--- config.mk ---
export PLATFORM = sky130hd
export DESIGN_NAME = button_repeater
export DESIGN_NICKNAME = d
export VERILOG_FILES = /design/src/rtl/input_pkg.sv /design/src/rtl/button_repeater.sv
export SDC_FILE = /design/constraint.sdc
export NUM_CORES = 1
export LEC_CHECK = 0
export ABC_AREA = 1
export CORE_MARGIN = 2
export CORE_UTILIZATION = 64
export CTS_CLUSTER_SIZE = 40
export DETAILED_ROUTE_END_ITERATION = 16
export PLACE_DENSITY = 0.86
export REMOVE_ABC_BUFFERS = 1
export SLEW_MARGIN = 40
export SYNTH_ARGS = -nofsm -noshare
export SYNTH_HDL_FRONTEND = slang
export SYNTH_SLANG_ARGS = --single-unit
--- constraint.sdc ---
create_clock -name i_clk -period 4.3 [get_ports i_clk]
set_input_delay 0.645 -clock i_clk [delete_from_list [all_inputs] [get_ports i_clk]]
set_output_delay 0.645 -clock i_clk [all_outputs]
set_load 0.01 [all_outputs]
--- src/rtl/input_pkg.sv ---
// ---------------------------------------------------------------------------
// input_pkg
// Shared definitions for the input-path blocks. The state encoding and the
// default timing constants are used by the button auto-repeat generator and
// by other consumers of the debounced button path.
// Ports: none (package).
// ---------------------------------------------------------------------------
package input_pkg;

  // Auto-repeat FSM states. The encoding is fixed so that other blocks
  // can compare against it.
  typedef enum logic [1:0] {
    IDLE   = 2'd0,
    DELAY  = 2'd1,
    REPEAT = 2'd2
  } btn_state_e;

  // Default timing constants.
  localparam int DEF_DELAY_CYCLES = 5_000_000;
  localparam int DEF_RATE_CYCLES  = 1_250_000;
  localparam int DEF_CNT_W        = 24;

endpackage : input_pkg

--- src/rtl/button_repeater.sv ---
// ---------------------------------------------------------------------------
// button_repeater
// Typematic auto-repeat generator for one debounced button. A press pulse
// produces an immediate fire pulse. If the button is still held after
// DELAY_CYCLES, and auto-repeat is enabled, further fire pulses follow every
// RATE_CYCLES until release. With i_repeat_en low, each press fires once.
//
// Ports:
//   i_clk        : system clock, all logic on posedge
//   i_rst        : synchronous active-high reset
//   i_press      : one-cycle pulse, button became pressed
//   i_release    : one-cycle pulse, button became released
//   i_repeat_en  : level, 1 = auto-repeat allowed
//   o_fire       : registered one-cycle action pulse
//   o_held       : registered level, high while state != IDLE
//   o_state      : current FSM state (observation only)
//
// Input pulses carry no handshake: a pulse is consumed on the clock edge
// where it is high. Outputs are registered, so there is no combinational
// path from any input to any output.
// ---------------------------------------------------------------------------
module button_repeater
  import input_pkg::*;
#(
  parameter int DELAY_CYCLES = DEF_DELAY_CYCLES,
  parameter int RATE_CYCLES  = DEF_RATE_CYCLES,
  parameter int CNT_W        = DEF_CNT_W
) (
  input  logic       i_clk,
  input  logic       i_rst,
  input  logic       i_press,
  input  logic       i_release,
  input  logic       i_repeat_en,
  output logic       o_fire,
  output logic       o_held,
  output btn_state_e o_state
);

  localparam logic [CNT_W-1:0] DelayLoad = CNT_W'(DELAY_CYCLES - 1);
  localparam logic [CNT_W-1:0] RateLoad  = CNT_W'(RATE_CYCLES - 1);
  localparam logic [CNT_W-1:0] CntOne    = CNT_W'(1);
  localparam logic [CNT_W-1:0] CntZero   = '0;

  btn_state_e       r_state;
  logic [CNT_W-1:0] r_cnt;
  logic             r_fire;
  logic             r_held;

  btn_state_e       w_state_nxt;
  logic [CNT_W-1:0] w_cnt_nxt;
  logic             w_fire_nxt;
  logic             w_cnt_zero;

  assign w_cnt_zero = (r_cnt == CntZero);

  // Next-state, counter and fire decision. Release always has priority,
  // including over a simultaneous press and over a pending cnt==0 decision.
  // The counter is reloaded at zero and never decremented past it.
  always_comb begin
    w_state_nxt = r_state;
    w_cnt_nxt   = r_cnt;
    w_fire_nxt  = 1'b0;
    case (r_state)
      IDLE: begin
        if (i_press && !i_release) begin
          w_state_nxt = DELAY;
          w_cnt_nxt   = DelayLoad;
          w_fire_nxt  = 1'b1;
        end
      end
      DELAY: begin
        if (i_release) begin
          w_state_nxt = IDLE;
          w_cnt_nxt   = CntZero;
        end else if (w_cnt_zero) begin
          // Without repeat enable the counter parks at zero, so raising the
          // enable later fires on the very next decision.
          if (i_repeat_en) begin
            w_state_nxt = REPEAT;
            w_cnt_nxt   = RateLoad;
            w_fire_nxt  = 1'b1;
          end
        end else begin
          w_cnt_nxt = r_cnt - CntOne;
        end
      end
      REPEAT: begin
        if (i_release) begin
          w_state_nxt = IDLE;
          w_cnt_nxt   = CntZero;
        end else if (w_cnt_zero) begin
          // Keep running the rate timer even when repeat is disabled, so the
          // cadence resumes cleanly if it is re-enabled.
          w_cnt_nxt  = RateLoad;
          w_fire_nxt = i_repeat_en;
        end else begin
          w_cnt_nxt = r_cnt - CntOne;
        end
      end
      default: begin
        w_state_nxt = IDLE;
        w_cnt_nxt   = CntZero;
      end
    endcase
  end

  always_ff @(posedge i_clk) begin
    if (i_rst) begin
      r_state <= IDLE;
      r_cnt   <= CntZero;
      r_fire  <= 1'b0;
      r_held  <= 1'b0;
    end else begin
      r_state <= w_state_nxt;
      r_cnt   <= w_cnt_nxt;
      r_fire  <= w_fire_nxt;
      r_held  <= (w_state_nxt != IDLE);
    end
  end

  assign o_fire  = r_fire;
  assign o_held  = r_held;
  assign o_state = r_state;

endmodule : button_repeater

Yosys cells after proc, flatten, opt, wreduce, memory -nomap -nowiden
Index checks and enable logic that the tools add are counted.
Cells by class
  $add $sub $neg: 1
  equality and inequality tests: 4
  mux-type cells: 20
  reduce and logical (&&, ||, !) cells: 6
Operators with widths (number)
  two-way mux 24 bit: 6
  one-hot mux 24 bit (3 select lines): 1
  logical NOT 24 bit: 1
  subtractor 24 x 1 -> 24 bit, second input constant: 1
  two-way mux 2 bit: 5
  two-way mux 1 bit: 6
  one-hot mux 2 bit (3 select lines): 1
  inequality test 4 bit, second input constant: 1
  one-hot mux 1 bit (3 select lines): 1
  == test 2 x 1 -> 1 bit, second input constant: 1
  == test 2 bit, second input constant: 1
  logical NOT 2 bit: 1
  inequality test 2 bit, second input constant: 1
  AND reduction 2 bit: 1
  nonzero test 2 bit: 1
  logical AND 1 bit: 1
  logical NOT 1 bit: 1
Storage, ports and cells
  bits in registers: 28
  bits of input ports: 5
  logic and storage cells: 35

Longest topological paths before layout
Gate-level depths: netlist (run 1).
  depth after elaboration: 5
  mapped depth: 11
  depth with buffers taken out: 11

Least setup slack after synthesis (run 1)
No wires, ideal clock.
  path kind: input port to flip-flop
  from: input port i_release
  to: register r_cnt[8]
  arrival time: 1.520 ns
  required time: 4.169 ns
  setup slack: 2.650 ns
  stages on the path: 9
  cell sequence: inv_1 > nand2_1 > nor2_1 > nand4_4 > nand2_8 > nor2_4 > buf_6 > nand2_1 > a21oi_2
Between the ends
  longest elaborated chain between the ends: 4
  elaborated cells between the ends (all ways): 8
  classes of those cells: eq/ne (2); mux (3); reduce/logical (3)
RTL lines
  start, declared: line button_repeater.sv:32  | input logic i_release,
  logical NOT 1 bit: line button_repeater.sv:65  | if (i_press && !i_release) begin
  logical AND 1 bit: line button_repeater.sv:65
  inequality test 2 bit (no source line)
  AND reduction 2 bit (no source line)
  end signal, assigned: line button_repeater.sv:110  | r_cnt <= CntZero;
  end signal, assigned: line button_repeater.sv:115  | r_cnt <= w_cnt_nxt;
  end, declared: line button_repeater.sv:45  | logic [CNT_W-1:0] r_cnt;
Parallel ways exist; a longest one is shown, timed or not.
A chain may end at the register's enable or synchronous reset.

Final worst setup path (run 1)
  from: register r_state[0] (netlist: o_state[0])
  to: output port o_state[0]
RTL lines
  start, declared: line button_repeater.sv:44  | btn_state_e r_state;
  start signal, assigned: line button_repeater.sv:114  | r_state <= w_state_nxt;
  end, declared: line button_repeater.sv:36  | output btn_state_e o_state
No word-level cell between the ends.

==> impl_metrics.py, run 1 <==
metrics = {
    "status": {
        "status": "complete, no violations",
    },
    "pwr": {
        "switching_power_uw": 240,
        "peakVddDrop_uv": 227,
        "p_int_uw": 407,
        "switching_share_pct": 37.0,
        "p_clk_share_pct": 20.2,
        "power_density_nw_per_um2": 325,
        "pwr-share-seq_pct": 45.7,
        "power.leakage_uw": 0.000902,
        "power_frac_comb_pct": 34.1,
    },
    "global_route": {
        "track_usage_pct": 25.8,
        "antenna_found_initial": 0,
        "grt_pass1_wl_um": 6840,
        "grt_overflow": 0,
        "grt_pass1_vias": 1597,
        "grt_max_degree": 29,
    },
    "setup_path": {
        "required_ns": 3.65,
        "slowest_delay_ns": 0.57,
        "worstSetupPathType": "register to output pin",
        "critical-path-top-delay-family": "buffers and inverters",
        "critical_path.startpoint_type": "register",
        "worstPathCellList": "clkdlybuf4s50_1",
        "cp_num_buf_inv": 1,
        "crit_arrival_ns": 1.34,
        "cp-end-kind": "output pin",
        "cp_slowest_cell": "clkdlybuf4s50_1",
        "critPathMaxFanout": 5,
    },
    "clock_tree": {
        "clkLatencyLatePin_ns": 0.33,
        "cts-root-buf": "clkbuf_4",
        "path_clk_slew_ns": 0.15,
        "cts_tree": "done",
        "cts_buffers": 3,
        "htree_levels": 1,
        "cts-hold-fix-buffers": 0,
        "cts.sinks": 28,
        "cts_buffer_depth": 2,
        "post_cts_buffers": 0,
        "cts.repair.resized": 0,
    },
    "sta": {
        "worst_pin_slew_ns": 0.448,
        "report.final.slew_viol_count": 0,
        "setup_viol": 0,
        "rsz0062_at_grt": "no",
        "tns_ns": 0,
        "maxSlewHeadroom_pct": 70.2,
        "finalHoldViolations": 0,
        "fin_crit_sh_pct": 46.2,
        "final.min_clock_period_ns": 1.99,
        "skew_ns": 0.00727,
        "max_freq_mhz": 504,
    },
    "synthesis": {
        "synth.area.top_cells": "dfxtp_1 (30%), nand2_1 (16%), nor2_1 (7.7%)",
        "ys_warn_count": 0,
        "yosys.area.top_type": "dfxtp_1",
        "synth_area_um2": 1890,
        "avgSynthCellArea_um2": 6.59,
        "yosysSeqAreaShare_pct": 29.6,
        "synth_cell_type_count": 35,
        "yosys.area.top_type_share_pct": 29.6,
        "yosys_register_bits": 28,
        "syn_inst": 287,
    },
    "detailed_routing": {
        "drt-vias-per-instance": 5.54,
        "post-route-drc-count": 0,
        "dr.pass1.iters": 4,
        "drt_iter0_markers": 126,
        "postRouteAntennaNets": 0,
        "detail_route.wirelength_um": 3940,
        "wl_per_cell_um": 12.2,
        "vias": 1796,
    },
    "placed_design": {
        "port-buffer-count": 8,
        "dp_hpwl_um": 2870,
        "routabilityCongestion": 0.883,
        "place_inst": 320,
    },
    "die": {
        "core_um2": 2780,
        "die_h_um": 58.4,
        "ios": 9,
        "start_util_pct": 68.0,
        "dieArea_um2": 3400,
        "die_x_um": 58.4,
        "num_rows": 19,
    },
    "finish": {
        "final_common_cell": "nand2_1",
        "instances_no_fill": 324,
        "antenna_cells": 0,
        "nets": 304,
        "area_growth_pct": 5.16,
        "layout-drive-gt1-share_pct": 8.53,
        "final_cell_mix": "nand2_1 (82), nor2_1 (39), dfxtp_1 (28)",
    },
    "flow_run": {
        "maxCapViolCount": 0,
    },
    "hold_path": {
        "hp-class": "register to register",
    },
}
[stage by stage]
| stage | hold slack [ns] | total power, µW | util (%) | instance area, µm² | worst slack, ns |
|---|---|---|---|---|---|
| after detailed placement | 0.472 | 519 | 70.4 | 1960 | 1.84 |
| after CTS | 0.494 | 651 | 71.7 | 1990 | 2.21 |
| after global routing | 0.516 | 690 | 71.5 | 1990 | 2.20 |
| after global placement | 0.471 | 515 | 70.4 | 1960 | 1.91 |
| final | 0.489 | 647 | 71.5 | 1990 | 2.31 |
| after floorplan | 0.452 | 473 | - | 1840 | 2.68 |
[area by class of cell]
| type | instances | area (µm²) |
|---|---|---|
| fillers | 247 | 793 |
| multi-input cells | 224 | 1170 |
| inverters | 29 | 109 |
| well taps | 31 | 38.8 |
| repair buffers | 8 | 75.1 |
| flip-flops and latches | 28 | 561 |
| clock buffers | 4 | 36.3 |
[metal layers]
metal | share of wire [%] | wire [µm] | up-vias | global-route usage, %
met5 | 0 | 0 | - | 0
li1 | - | - | 929 | -
met4 | 1.9 | 75 | 0 | 9.97
met2 | 47 | 1850 | 48 | 43.5
met3 | 5.5 | 216 | 7 | 2.64
met1 | 46 | 1800 | 812 | 34.1
[worst paths after layout]
kind | from | endpoint | slack (ns) | cells after the start
min reg2reg | r_cnt[1]$_SDFFE_PP0P_ | r_cnt[1]$_SDFFE_PP0P_ | 0.49 | 2
min | r_cnt[1]$_SDFFE_PP0P_ | r_cnt[1]$_SDFFE_PP0P_ | 0.49 | 2
max | o_state[0]$_SDFF_PP0_ | o_state[0] | 2.31 | 1
max reg2reg | r_cnt[0]$_SDFFE_PP0P_ | r_cnt[3]$_SDFFE_PP0P_ | 2.42 | 9
[kinds of logic (layout without fill, tap and decap cells)]
group / Yosys count / after routing / synth area share, %
xor+xnor: 10 / 10 / 4.63
flops: 28 / 28 / 29.6
simple gates: 160 / 160 / 40.2
compound gates: 49 / 49 / 13.7
fa+ha+maj: 5 / 5 / 3.31
buf+inv: 35 / 41 / 8.54
[cell usage after synthesis, drive strengths merged]
library cell  number
and2               1
nand2             86
o21bai             1
o21ai             18
inv               28
or2                2
o211ai             1
clkbuf             3
nand3b             1
ha                 5
xnor2              4
xor2               6
dfxtp             28
clkinv             1
nor2              49
and3               1
buf                3
a21oi             28
nand4              4
nand3             14
nor3               2
a31oi              1
[power by group through the flow]
stage	clock, µW	sequential [µW]	combinational (µW)
6_report	131	296	220
2_1_floorplan	0	298	175
3_3_place_gp	0	301	214
5_1_grt	143	298	248
3_5_place_dp	0	301	218
4_1_cts	136	295	220
[sequential cells by signal (all words and copies together), names as in the netlist]
register,cells
r_cnt,24
o_held,1
o_state,2
o_fire,1
No activity file was read; power rests on OpenSTA's default activity.
==> run 2, diff against run 1 <==
--- a/config.mk
+++ b/config.mk
@@ -7,10 +7,10 @@
 export LEC_CHECK = 0
 export ABC_AREA = 1
 export CORE_MARGIN = 2
-export CORE_UTILIZATION = 64
+export CORE_UTILIZATION = 54
 export CTS_CLUSTER_SIZE = 40
 export DETAILED_ROUTE_END_ITERATION = 16
-export PLACE_DENSITY = 0.86
+export PLACE_DENSITY = 0.77
 export REMOVE_ABC_BUFFERS = 1
 export SLEW_MARGIN = 40
 export SYNTH_ARGS = -nofsm -noshare
==> constraint.sdc (replaced) <==
create_clock -name i_clk -period 1.7 [get_ports i_clk]
set_input_delay 0.255 -clock i_clk [delete_from_list [all_inputs] [get_ports i_clk]]
set_output_delay 0.255 -clock i_clk [all_outputs]
set_load 0.01 [all_outputs]
==> run 2 against run 1 <==
Via count rose by 5.3%; register-to-register slack lost 2.3 ns; sequential power grew to 2.5 times the previous value; flip-flop and latch count is the same; first-iteration DRC count rose by 19%; largest power group unchanged.
==> impl_metrics.py, run 2 (synthesis results as in run 1) <==
metrics = {
    "status": {
        "status": "complete, no violations",
    },
    "pwr": {
        "p_clk_share_pct": 16.4,
        "peakVddDrop_uv": 439,
        "power.leakage_uw": 0.00105,
        "switching_power_uw": 651,
        "switching_share_pct": 37.6,
        "power_frac_comb_pct": 40.1,
        "p_int_uw": 1080,
        "pwr-share-seq_pct": 43.5,
        "power_density_nw_per_um2": 757,
    },
    "die": {
        "core_um2": 3340,
        "dieArea_um2": 3990,
        "num_rows": 21,
        "die_h_um": 63.2,
        "start_util_pct": 56.7,
        "die_x_um": 63.2,
        "ios": 9,
    },
    "setup_path": {
        "slowest_delay_ns": 0.52,
        "crit_arrival_ns": 1.32,
        "cp-end-kind": "output pin",
        "cp-startpoint": "o_state[1]$_SDFF_PP0_",
        "r2r-start": "r_cnt[1]$_SDFFE_PP0P_",
        "worstRegToRegCells": 10,
        "required_ns": 1.44,
        "critPathMaxFanout": 3,
        "reg2reg_to": "r_cnt[20]$_SDFFE_PP0P_",
        "r2r_setup_slack_ns": 0.14,
        "worstPathCellList": "buf_4 -> clkdlybuf4s50_1",
        "cp_slowest_cell": "clkdlybuf4s50_1",
        "worstSetupPathType": "register to output pin",
        "critical_path.startpoint_type": "register",
        "cp_num_buf_inv": 2,
        "critical-path-top-delay-family": "buffers and inverters",
    },
    "finish": {
        "regMostFlops": "r_cnt",
        "final_common_cell": "nand2_1",
        "layout-drive-gt1-share_pct": 21.5,
        "final_area_um2": 2290,
        "largest_reg_flops": 24,
        "n_fill_cell": 292,
        "antenna_cells": 0,
        "area_growth_pct": 21.1,
        "final_cell_mix": "nand2_1 (82), nor2_1 (33), a21oi_1 (27), buf_4 (27), inv_1 (25)",
        "nets": 333,
    },
    "detailed_routing": {
        "postRouteAntennaNets": 0,
        "drt_iter0_markers": 150,
        "vias": 1892,
        "detail_route.wirelength_um": 4450,
        "dr.pass1.iters": 4,
        "drt-vias-per-instance": 5.16,
        "post-route-drc-count": 0,
        "wl_per_cell_um": 12.1,
    },
    "sta": {
        "fin_crit_sh_pct": 92.5,
        "worst_slack_ns": 0.128,
        "rsz0062_at_grt": "yes",
        "setup_viol": 0,
        "finalHoldViolations": 0,
        "max_freq_mhz": 636,
        "final.min_clock_period_ns": 1.57,
        "skew_ns": 0.0107,
        "maxSlewHeadroom_pct": 82.8,
        "report.final.slew_viol_count": 0,
        "worst_pin_slew_ns": 0.257,
    },
    "placed_design": {
        "placed_area_um2": 2180,
        "routabilityCongestion": 0.951,
        "port-buffer-count": 8,
        "pre_cts_ws_ns": -0.0968,
        "dp_hpwl_um": 3380,
    },
    "hold_path": {
        "hold_start": "r_cnt[0]$_SDFFE_PP0P_",
        "whs_path_depth": 2,
        "hp-class": "register to register",
        "holdPathEnd": "r_cnt[0]$_SDFFE_PP0P_",
    },
    "global_route": {
        "antenna_found_initial": 0,
        "grt_max_degree": 15,
        "grt_pass1_wl_um": 7440,
        "grt_pass1_vias": 1716,
        "grt_overflow": 0,
        "track_usage_pct": 23.2,
    },
    "clock_tree": {
        "cts_buffers": 3,
        "cts.sinks": 28,
        "cts_buffer_depth": 2,
        "clkLatencyLatePin_ns": 0.33,
        "cts-root-buf": "clkbuf_4",
        "htree_levels": 1,
        "cts_tree": "done",
        "path_clk_slew_ns": 0.14,
    },
    "flow_run": {
        "maxCapViolCount": 0,
    },
}
run 2: changes by cell type in the layout (fill, tap and decap cells not counted), sizes merged:
cell / before / now
buf: 1 / 29
clkdlybuf4s50: 7 / 8
clkbuf: 4 / 3
run 2: area by class of cell:
class / count / area, µm² / share of cell area (%)
timing repair buffer: 37 / 314 / 13.7
tap: 46 / 57.6 / 2.51
clock buffer: 3 / 22.5 / 0.984
sequential: 28 / 571 / 24.9
inverter: 29 / 109 / 4.75
multi-input combinational: 224 / 1220 / 53.1
run 2: worst max-delay path by stage:
stage / endpoint / slack (ns) / cells after the start
global placement: r_cnt[3]$_SDFFE_PP0P_ / -0.03 / 9
global route: r_cnt[20]$_SDFFE_PP0P_ / -0.04 / 10
floorplan: r_cnt[0]$_SDFFE_PP0P_ / 0.12 / 9
finish: o_state[1] / 0.13 / 2
CTS: r_cnt[20]$_SDFFE_PP0P_ / 0.02 / 10
detailed placement: r_cnt[2]$_SDFFE_PP0P_ / -0.1 / 9
run 2: worst reg2reg max path: cells and delay by family, from the launching register on:
family	cells	cell delay (ns)
DFF	1	0.36
and+or+nand+nor	5	0.50
xor gates and xnor gates	1	0.15
buffers and inverters	2	0.25
adders and majority gates	1	0.16
AOI/OAI and AO/OA	1	0.10
run 2: metrics by stage:
step	std cells	total power, µW	utilization (%)	hold WS [ns]	setup TNS, ns
floorplan	281	1200	-	0.317	0
global placement	361	1400	65.4	0.470	-0.245
detailed placement	361	1400	65.4	0.481	-1.13
CTS	364	1690	66.4	0.502	0
global route	367	1840	68.6	0.528	-0.0474
finish	367	1730	68.6	0.497	0
run 2: metal layers:
| metal | GRT usage [%] | up-vias | routed length [µm] |
|---|---|---|---|
| li1 | - | 982 | - |
| met1 | 28.7 | 863 | 1960 |
| met2 | 42.6 | 43 | 2250 |
| met3 | 3.75 | 4 | 199 |
| met4 | 4.35 | 0 | 40 |
| met5 | 0 | - | 0 |
run 2: timing repair:
action / in CTS / in global routing
resized for setup: 2 / 21
endpoints found under the setup margin: 4 / 24
buffers inserted: 0 / 3
pin swaps: 0 / 7
hold buffers: 0 / 0
hold endpoints to repair: 0 / 0
gates cloned: 0 / 0
run 2: power groups by stage:
stage          Combinational [µW]  Clock [µW]  Sequential, µW
2_1_floorplan                 443           0             753
3_3_place_gp                  638           0             759
3_5_place_dp                  645           0             760
4_1_cts                       652         291             746
5_1_grt                       770         312             759
6_report                      696         284             754
==> run 3, diff against run 2 <==
--- a/config.mk
+++ b/config.mk
@@ -7,10 +7,10 @@
 export LEC_CHECK = 0
 export ABC_AREA = 1
 export CORE_MARGIN = 2
-export CORE_UTILIZATION = 54
+export CORE_UTILIZATION = 45
 export CTS_CLUSTER_SIZE = 40
 export DETAILED_ROUTE_END_ITERATION = 16
-export PLACE_DENSITY = 0.77
+export PLACE_DENSITY = 0.67
 export REMOVE_ABC_BUFFERS = 1
 export SLEW_MARGIN = 40
 export SYNTH_ARGS = -nofsm -noshare
==> run 3 against run 2 <==
Register-to-register slack got worse by 0.02 ns; global-route usage is 1.1 points lower; cell area up 0.98%; non-clock buffer count up 1; sequential power down 0.7%; largest power group unchanged.
==> impl_metrics.py, run 3 (synthesis results as in run 1) <==
metrics = {
    "finish": {
        "instances_no_fill": 373,
        "nets": 334,
        "n_fill_cell": 411,
        "multi_input_area_um2": 1200,
        "antenna_cells": 0,
        "final_common_cell": "nand2_1",
        "largest_reg_flops": 24,
        "final_cell_mix": "nand2_1 (81), nor2_1 (31), buf_4 (29)",
        "regMostFlops": "r_cnt",
        "final_area_um2": 2310,
        "area_growth_pct": 22.3,
        "layout-drive-gt1-share_pct": 22.0,
        "regArea_um2": 564,
    },
    "die": {
        "dieArea_um2": 4740,
        "num_rows": 23,
        "die_h_um": 68.8,
        "die_x_um": 68.8,
        "ios": 9,
        "start_util_pct": 46.9,
        "core_um2": 4030,
    },
    "sta": {
        "report.final.slew_viol_count": 0,
        "finalHoldViolations": 0,
        "tns_ns": 0,
        "skew_ns": 0.00432,
        "setup_viol": 0,
        "max_freq_mhz": 632,
        "fin_crit_sh_pct": 93.1,
        "holdWs_ns": 0.489,
        "worst_pin_slew_ns": 0.251,
        "final.min_clock_period_ns": 1.58,
        "maxSlewHeadroom_pct": 83.1,
    },
    "clock_tree": {
        "cts_buffer_depth": 2,
        "clkLatencyLatePin_ns": 0.28,
        "cts.sinks": 28,
        "cts_buffers": 3,
        "cts-root-buf": "clkbuf_8",
        "path_clk_slew_ns": 0.10,
        "cts_tree": "done",
        "htree_levels": 1,
        "cts-hold-fix-buffers": 0,
    },
    "setup_path": {
        "crit_arrival_ns": 1.80,
        "cp-end-kind": "register",
        "cp_slowest_cell": "dfxtp_1",
        "worstPathCellList": "nor2_2 -> nand2_2 -> nor2_8 -> nand4_4 -> nand2_8 -> buf_4 -> nand2_1 -> a21oi_1",
        "slowest_delay_ns": 0.37,
        "required_ns": 1.92,
        "critical_path.startpoint_type": "register",
        "worstSetupPathType": "register to register",
        "critPathMaxFanout": 13,
    },
    "detailed_routing": {
        "dr.pass1.iters": 4,
        "post-route-drc-count": 0,
        "drt-vias-per-instance": 4.96,
        "drt_iter0_markers": 89,
        "postRouteAntennaNets": 0,
        "wl_per_cell_um": 12.2,
        "detail_route.wirelength_um": 4560,
        "vias": 1849,
    },
    "placed_design": {
        "placed_area_um2": 2190,
        "place_inst": 365,
        "port-buffer-count": 8,
        "dp_hpwl_um": 3490,
        "routabilityCongestion": 0.917,
    },
    "global_route": {
        "track_usage_pct": 22.0,
        "grt_overflow": 0,
        "grt_max_degree": 16,
        "antenna_found_initial": 0,
        "grt_pass1_vias": 1775,
        "grt_pass1_wl_um": 7820,
    },
    "pwr": {
        "power.leakage_uw": 0.00106,
        "power_density_nw_per_um2": 813,
        "peakVddDrop_uv": 434,
    },
    "status": {
        "status": "complete, no violations",
    },
    "hold_path": {
        "hp-class": "register to register",
    },
    "flow_run": {
        "maxCapViolCount": 0,
    },
}
==> run 3: cell count changes in the layout (fill, tap and decap cells not counted), moves of 2 or more <==
cell | before | now
buf_4 | 27 | 29
clkbuf_4 | 3 | 0
clkbuf_8 | 0 | 4
dfxtp_1 | 20 | 25
dfxtp_2 | 8 | 3
nand2_2 | 1 | 3
nor2_1 | 33 | 31
nor2_2 | 8 | 12
nor2_4 | 7 | 5
==> run 3: final cells by class <==
class,instances,share of cell area (%)
clock buffer,4,2.38
multi-input combinational,224,52.1
inverter,29,4.71
timing repair buffer,38,13.7
sequential,28,24.4
tap,50,2.71
==> run 3: path summary, 6_finish.rpt <==
kind                            slack, ns             startpoint                     to  cells past startpoint
worst min-delay path                 0.49  r_cnt[0]$_SDFFE_PP0P_  r_cnt[0]$_SDFFE_PP0P_                      2
worst max-delay path                 0.12  r_cnt[4]$_SDFFE_PP0P_  r_cnt[7]$_SDFFE_PP0P_                      8
worst min register to register       0.49  r_cnt[0]$_SDFFE_PP0P_  r_cnt[0]$_SDFFE_PP0P_                      2
worst max register to register       0.12  r_cnt[4]$_SDFFE_PP0P_  r_cnt[7]$_SDFFE_PP0P_                      8
==> run 3: what timing repair did <==
action                     in CTS  in global routing
setup endpoints to repair       0                 25
resized for setup               0                 18
buffers inserted                0                  4
==> run 3: per-stage QoR <==
stage	total power, µW	utilization, %	setup WS, ns
final	1880	57.4	0.117
after global routing	2000	57.4	-0.00152
after CTS	1850	55.7	0.000848
after detailed placement	1410	54.3	-0.0684
after global placement	1400	54.3	-0.0544
after floorplan	1200	-	0.115
==> run 3: report_power, final <==
group / internal (µW) / switching [µW]
Combinational: 295 / 402
Clock: 208 / 225
Sequential: 700 / 49.1
==> run 3: layer usage <==
| metal | track usage [%] | share of wire, % | vias up | routed length, µm |
|---|---|---|---|---|
| met1 | 27.3 | 47 | 842 | 2140 |
| met2 | 38.5 | 50 | 17 | 2270 |
| met5 | 0 | 0 | - | 0 |
| met3 | 4.55 | 2.0 | 6 | 92 |
| li1 | - | - | 984 | - |
| met4 | 6.37 | 1.1 | 0 | 48 |
==> run 3: critical path: cells and delay by family, from the launching register on <==
family / cells / cell delay [ns]
compound gates: 1 / 0.15
buf+inv: 1 / 0.20
simple gates: 6 / 0.81
flops: 1 / 0.37
